### src/rtl/fe_hit_collector.sv
// Front-end hit collector: tags up to three hits per BX with bx/slot
// and streams them out one per cycle through a 3-write/1-read FIFO.
module fe_hit_collector #(
  parameter int DEPTH = 16,
  parameter int BX_W  = 8
) (
  input  logic                       clk,
  input  logic                       rst,
  input  logic                       en,
  input  logic                       hit1_dv,
  input  logic [12:0]                hit1_data,
  input  logic                       hit2_dv,
  input  logic [12:0]                hit2_data,
  input  logic                       hit3_dv,
  input  logic [12:0]                hit3_data,
  output logic                       out_valid,
  input  logic                       out_ready,
  output logic [BX_W+14:0]           out_data,
  output logic [$clog2(DEPTH):0]     occupancy,
  output logic [15:0]                drop_cnt,
  output logic                       overflow
);

  localparam int AW = $clog2(DEPTH);
  localparam int OW = AW + 1;
  localparam int DW = BX_W + 15;

  logic [DW-1:0]   mem [DEPTH];
  logic [AW-1:0]   wr_ptr;
  logic [AW-1:0]   rd_ptr;
  logic [OW-1:0]   occ;
  logic [BX_W-1:0] bx_cnt;

  logic [2:0]      req;
  logic [2:0]      acc;
  logic [1:0]      pos [3];
  logic [AW-1:0]   addr [3];
  logic [DW-1:0]   entry [3];
  logic [12:0]     data [3];
  logic [OW-1:0]   free;
  logic [1:0]      n_req;
  logic [1:0]      n_acc;
  logic [1:0]      n_drop;
  logic [16:0]     drop_sum;
  logic            pop;

  assign data[0] = hit1_data;
  assign data[1] = hit2_data;
  assign data[2] = hit3_data;

  assign req  = {3{en}} & {hit3_dv, hit2_dv, hit1_dv};
  assign free = OW'(DEPTH) - occ;

  // Requests pack into consecutive locations; a slot is kept only if its
  // rank among this cycle's requests fits in the free space.
  always_comb begin
    pos[0] = 2'd0;
    pos[1] = {1'b0, req[0]};
    pos[2] = 2'(req[0]) + 2'(req[1]);
    n_req  = 2'(req[0]) + 2'(req[1]) + 2'(req[2]);
    acc    = '0;
    n_acc  = '0;
    for (int k = 0; k < 3; k++) begin
      addr[k]  = wr_ptr + AW'(pos[k]);
      entry[k] = {bx_cnt, 2'(k + 1), data[k]};
      acc[k]   = req[k] && (OW'(pos[k]) < free);
      n_acc    = n_acc + 2'(acc[k]);
    end
    n_drop   = n_req - n_acc;
    drop_sum = {1'b0, drop_cnt} + 17'(n_drop);
  end

  assign out_valid = (occ != '0);
  assign pop       = out_valid && out_ready;
  assign out_data  = out_valid ? mem[rd_ptr] : '0;
  assign occupancy = occ;

  always_ff @(posedge clk) begin
    if (!rst) begin
      for (int k = 0; k < 3; k++) begin
        if (acc[k]) mem[addr[k]] <= entry[k];
      end
    end
  end

  always_ff @(posedge clk) begin
    if (rst) begin
      wr_ptr   <= '0;
      rd_ptr   <= '0;
      occ      <= '0;
      bx_cnt   <= '0;
      drop_cnt <= '0;
      overflow <= 1'b0;
    end else begin
      wr_ptr <= wr_ptr + AW'(n_acc);
      if (pop) rd_ptr <= rd_ptr + AW'(1);
      occ <= occ + OW'(n_acc) - OW'(pop);
      if (en) bx_cnt <= bx_cnt + BX_W'(1);
      if (n_drop != '0) begin
        overflow <= 1'b1;
        drop_cnt <= drop_sum[16] ? 16'hFFFF : drop_sum[15:0];
      end
    end
  end

endmodule

### config.mk
export PLATFORM = sky130hd
export DESIGN_NAME = fe_hit_collector
export DESIGN_NICKNAME = d
export VERILOG_FILES = /design/src/rtl/fe_hit_collector.sv
export SDC_FILE = /design/constraint.sdc
export NUM_CORES = 1
export LEC_CHECK = 0
export CAP_MARGIN = 0
export CORE_MARGIN = 3
export CORE_UTILIZATION = 40
export CTS_CLUSTER_SIZE = 12
export DETAILED_ROUTE_END_ITERATION = 10
export GPL_TIMING_DRIVEN = 0
export SYNTH_ARGS = -nofsm -noshare
export SYNTH_HDL_FRONTEND = slang
export SYNTH_SLANG_ARGS = --single-unit
### constraint.sdc
create_clock -name clk -period 5.4 [get_ports clk]
set_input_delay 0.54 -clock clk [delete_from_list [all_inputs] [get_ports clk]]
set_output_delay 0.54 -clock clk [all_outputs]
set_load 0.01 [all_outputs]
# Yosys cells after proc, flatten, opt, wreduce, memory -nomap -nowiden
# Memories as Yosys holds them, arrays and structs flattened. A register that Yosys moved wholly into a read port is not among the register bits.
# Index checks and enable logic that the tools add are counted.
word_totals:
  n_memories: 1
  output_inout_bits: 46
  input_bits: 46
  word_cells: 44
  register_bits: 38
  ram_bits: 368
op_classes:
  n_mux: 13
  reduce_logical: 6
  addsub: 14
  bitwise_logic: 1
  magnitude_cmp: 3
mem_list:
  columns: ["name", "depth", "word_bits", "read_ports", "rd_clocked_by_memory_dff", "write_ports", "line_no", "text"]
  rows:
  - ["mem", 16, 23, 1, 1, 3, "28", "logic [DW-1:0] mem [DEPTH];"]
op_table:
  columns: ["operator", "n"]
  rows:
  - ["2-to-1 mux 23 bit", 1]
  - ["adder 16 x 2 -> 17 bit", 1]
  - ["2-to-1 mux 16 bit", 1]
  - ["2-to-1 mux 1 bit", 9]
  - ["adder 4 x 2 -> 4 bit", 2]
  - ["adder 8 x 1 -> 8 bit (second input constant)", 1]
  - ["2-to-1 mux 4 bit", 2]
  - ["adder 5 x 2 -> 5 bit", 1]
  - ["less-than comparator 1 x 5 -> 1 bit", 1]
  - ["less-than comparator 1 x 5 -> 1 bit (first input constant)", 1]
  - ["less-than comparator 2 x 5 -> 1 bit", 1]
  - ["nonzero test 5 bit", 1]
  - ["subtractor 5 x 1 -> 5 bit", 1]
  - ["subtractor 5 bit (first input constant)", 1]
  - ["adder 1 x 1 -> 2 bit", 2]
  - ["adder 2 x 1 -> 2 bit", 2]
  - ["adder 4 x 1 -> 4 bit", 1]
  - ["adder 4 x 1 -> 4 bit (second input constant)", 1]
  - ["logical AND 1 bit", 4]
  - ["bitwise AND 3 bit", 1]
  - ["nonzero test 2 bit", 1]
  - ["subtractor 2 bit", 1]

# Logic depth before layout (Yosys ltp)
depth:
  ltp_word: 8
  mapped_depth: 22
  ltp_nobuf: 21

# Least setup slack after synthesis
# OpenSTA, ideal clock, no wires.
synth_path:
  path_kind: "input port to flip-flop"
  start: "input port en"
  end: "register drop_cnt[4]"
  required_ns: 5.322
  stages: 21
  arrival_time_ns: 4.786
  n_path_buf: 2
  setup_time_ns: 0.078
  slack_ns: 0.537
  path_cell_list: "buf_4 -> nand2_1 -> inv_1 -> ha_1 -> nor2b_1 -> o31a_1 -> o211ai_4 -> buf_12 -> nand2_1 -> fa_1 -> inv_1 -> ha_1 -> inv_1 -> ha_1 -> xor3_1 -> xor2_1 -> fa_1 -> nand4_1 -> or3_1 -> and3_1 -> nor3_1"
synth_via:
  elab_chain_cells: 8
  elab_cells_between_ends: 14
  classes_between: "add/sub (6); order compare (2); mux (1); bitwise (1); reduce/logical (4)"
synth_lines:
  columns: ["item", "line_no", "text"]
  rows:
  - ["start, declared", "9", "input logic en,"]
  - ["bitwise AND 3 bit *", "51", "assign req = {3{en}} & {hit3_dv, hit2_dv, hit1_dv};"]
  - ["less-than comparator 1 x 5 -> 1 bit / adder 1 x 1 -> 2 bit (equally long branches)", "66, 59, 60", null]
  - ["logical AND 1 bit / less-than comparator 2 x 5 -> 1 bit (equally long branches)", "66", "acc[k] = req[k] && (OW'(pos[k]) < free);"]
  - ["adder 1 x 1 -> 2 bit / logical AND 1 bit (equally long branches)", "67, 66", null]
  - ["adder 2 x 1 -> 2 bit", "67", "n_acc = n_acc + 2'(acc[k]);"]
  - ["subtractor 2 bit *", "69", "n_drop = n_req - n_acc;"]
  - ["adder 16 x 2 -> 17 bit", "70", "drop_sum = {1'b0, drop_cnt} + 17'(n_drop);"]
  - ["2-to-1 mux 16 bit", "101", "drop_cnt <= drop_sum[16] ? 16'hFFFF : drop_sum[15:0];"]
  - ["end signal, assigned", "101", null]
  - ["end, declared", "20", "output logic [15:0] drop_cnt,"]
# Mark *: on every way between the ends. The rest lies on a longest branch, timed or not.
# A chain may end at the register's enable or synchronous reset.

# Final worst setup path
layout_path:
  start: "input port hit1_dv"
  end: "register drop_cnt[2]"
layout_via:
  elab_chain_cells: 8
  elab_cells_between_ends: 14
  classes_between: "add/sub (6); order compare (2); mux (1); bitwise (1); reduce/logical (4)"
layout_lines:
  columns: ["item", "line_no", "text"]
  rows:
  - ["start, declared", "10", "input logic hit1_dv,"]
  - ["bitwise AND 3 bit *", "51", null]
  - ["less-than comparator 1 x 5 -> 1 bit / adder 1 x 1 -> 2 bit (equally long branches)", "66, 59, 60", null]
  - ["logical AND 1 bit / less-than comparator 2 x 5 -> 1 bit (equally long branches)", "66", null]
  - ["adder 1 x 1 -> 2 bit / logical AND 1 bit (equally long branches)", "67, 66", null]
  - ["adder 2 x 1 -> 2 bit", "67", null]
  - ["subtractor 2 bit *", "69", null]
  - ["adder 16 x 2 -> 17 bit", "70", null]
  - ["2-to-1 mux 16 bit", "101", null]
# Marked as above.

==> results by group <==
Worst setup path
  – CP startpoint kind: primary input
  – Critical path class: primary input to flop
  – Worst EP required: about 5900 ps
  – Critical path arrival: 5640 ps
  – Critical path peak fanout: 10
  – CP endpoint kind: flop
  – Critical R2R Launch: occupancy[0]
  – Worst setup startpoint: hit1_dv

Synthesis
  – Post-synth ARST share: 0
  – Count of cell types in the netlist: 77
  – Synth Area in Compound Gates: 0.146
  – Syn. warnings: 0
  – Multiplexer share of the synthesized area: 0.223
  – Syn Nets: between 1,500 and 2,000
  – Post-synth EDFFs: 336
  – Largest family of logic cells by synthesized area: multiplexers
  – Synth Cell Area: around 24,000 um^2
  – XOR/XNOR Fraction of Synth Area: 0.0100
  – Synth Register Bits: about 400
  – Mean Syn Cell Area: 13.3 um^2
  – Adder-Cell Fraction of Synth Area: 0.0142
  – Mapped Cells: 1,821
  – Seq/Total Area, Yosys: 0.478
  – Main synth FF type: edfxtp_1
  – Synth Area in Simple Gates: 0.0772

STA
  – Clk_skew: approximately 14 ps
  – Min cycle time layout: 5120 ps
  – Post-route clock period utilization: 0.948
  – WHS: 442 ps
  – Fmax: just under 200 MHz
  – Max-slew violation count: 0
  – Slew HR: 0.0184
  – RSZ-0062 raised after global routing: false
  – Final hold viol count: 0
  – Final setup violation count: 0
  – Slew @ Worst Pin: ~1500 ps

CTS
  – Hold-fix buffers, CTS: 0
  – Root buffer cell: clkbuf_16
  – H-Tree Depth: 2
  – Clk buf depth: 3
  – Reg clk slew, reported paths: ~60 ps
  – CTS tree: done
  – Num CTS Buffers: 45
  – Clk_lat worst skew: 610 ps
  – # clock sinks: 410

Route
  – WL final: 93,500 um
  – 1st-pass router iterations: 8
  – Wirelength per Cell: 33.7 um
  – DRC violations left: 0
  – DRT iter0 DRCs: 3,227
  – Avg Vias per Cell: 6.91
  – Final ANT Viol Nets: 0
  – Via count: 19,144

Floorplan
  – Core Footprint: ~60,000 um^2
  – # rows: 89
  – Vert. Die Dim: approximately 250 um
  – IO Pins: 92
  – Full die area: 63,500 um^2
  – Starting Density: 0.407
  – Die X: 252 um

Layout
  – Multi-input logic area: 11,500 um^2
  – Sequential Area: 11,600 um^2
  – Non-Filler Instances: between 2,000 and 3,000
  – Area delta synth->final: 14.0%
  – Share of cells above drive strength 1: 0.288
  – Fillers: 5,374
  – Layout Nets: just over 2,000
  – Post-route cell area: 27,600 um^2

Min path
  – Worst min-delay path category: flop to flop
  – Critical hold path startpoint: overflow

Placed design
  – DP HPWL: 65,600 um
  – GP Congestion: a little over 1
  – Placed cell areas: 26,200 um^2
  – PortBufs: 90
  – Dpl cells: 2,687

GRT
  – Initial antenna violation count: 1
  – Vias in the first global route: around 19,000
  – GRT Total Usage: 0.288
  – GR Overflow Total: 0
  – First-pass GRT wire length: approximately 130,000 um
  – Pin count of the biggest net entering global routing: 22

Pwr
  – Pwr Total: 10.6 mW
  – Static Leakage: a little over 9 nW
  – Pwr/cell area: 385 nW/um^2
  – Worst vdd ir: 268 uV

Flow run
  – MaxCap Viol Count: 0

Run status
  – Status: finished clean
## worst paths after layout
| path | cells after the start | endpoint | slack (ps) |
|---|---|---|---|
| worst max-delay path | 22 | drop_cnt[2] | 280 |
| worst min register to register | 2 | overflow | 440 |
| worst max register to register | 20 | drop_cnt[2] | 310 |
| worst min-delay path | 2 | overflow | 440 |
## cell usage in the layout, fill, tap and decap left out, types with 21 or more instances in the layout
master           Yosys  layout
o21ai_0             29      29
nor2_1              27      27
clkbuf_16            0      45
a31oi_1             82      82
dfxtp_1             74      73
ha_1                21      21
a21oi_1             71      71
and2_1              26      26
mux2_2             119     119
mux4_2             115     115
buf_4               18      22
edfxtp_1           336     336
buf_2               67      67
nand3_1             64      54
inv_1               23      23
clkdlybuf4s50_1      0      90
mux2_4              89      89
clkbuf_1            69      84
o32ai_1            208     208
nand2_1            156     153
## registers in the layout, summed over array words and instances (netlist names), named ones only
register	count
occupancy	5
overflow	1
mem	368
bx_cnt	8
wr_ptr	4
rd_ptr	4
drop_cnt	16
## repair_timing
item	CTS	global route
gates resized for setup	6	3
setup endpoints to repair	16	16
buffers inserted	0	4
pin swaps	0	2
## stage by stage
step / TNS, ps / setup slack (ps) / utilization
CTS: 0 / 35.8 / 0.463
finish: 0 / 279 / 0.464
detailed placement: -11740 / -725 / 0.441
global route: 0 / 30.4 / 0.464
global placement: -38960 / -640 / 0.438
floorplan: 0 / 537 / -
## power breakdown
part | switching [mW] | internal (mW)
clock network | 1.33 | 1.61
logic | 2.36 | 1.56
registers | 0.121 | 3.64
total | 3.81 | 6.81
## worst max-delay path: stages
cell and delay, ps:
clkdlybuf4s50_1 450, buf_6 170, nand2_1 160, inv_1 90, ha_1 240, nor2b_1 150, o31a_1 270, o211ai_4 230
buf_12 240, nand2_1 90, fa_1 540, inv_1 70, ha_1 280, inv_1 60, ha_1 140, xor3_1 290
xor2_2 270, fa_2 290, nand4_1 220, or3_1 490, and3_1 190, nor3_1 170
## cell families after synthesis
logic type      after synthesis
compound gates              452
xor+xnor                     26
fa+ha+maj                    25
buf+inv                     215
flops                       410
mux                         332
simple gates                361
## cell type report
type	instances	share of cell area
antenna	1	0.0000907
buffer	186	0.0411
clock buffer	66	0.0452
clock inverter	13	0.00317
inverter	28	0.00381
multi-input combinational	1196	0.416
sequential	410	0.419
tap	773	0.0350
timing repair buffer	97	0.0363
## routing by layer
| metal | GRT usage | share of wire | up-vias |
|---|---|---|---|
| met5 | 0 | 0 | - |
| met4 | 0.134 | 0.054 | 0 |
| met3 | 0.0814 | 0.12 | 348 |
| met2 | 0.438 | 0.44 | 1545 |
| met1 | 0.384 | 0.39 | 9527 |
| li1 | - | - | 7724 |
## synth_stat cells (7+ instances only)
cell type / n / area (um^2)
mux4_2: 115 / 2590
ha_1: 21 / 263
edfxtp_1: 336 / 10100
buf_6: 18 / 203
mux2_4: 89 / 1340
and2_1: 26 / 163
buf_4: 18 / 135
dfxtp_1: 74 / 1480
buf_2: 67 / 335
nor3_1: 16 / 80.1
and3_1: 7 / 43.8
a31oi_1: 82 / 513
o32ai_1: 208 / 1820
o21ai_0: 29 / 145
nor2b_1: 10 / 62.6
buf_12: 7 / 140
clkbuf_1: 69 / 259
xnor2_1: 20 / 175
o211ai_4: 13 / 277
nor3_2: 7 / 70.1
nand3_1: 64 / 320
nand2_1: 156 / 586
a21oi_1: 71 / 355
mux2_2: 119 / 1340
inv_1: 23 / 86.3
nor2_1: 27 / 101
Note: power is estimated with default switching activity, not from simulation.
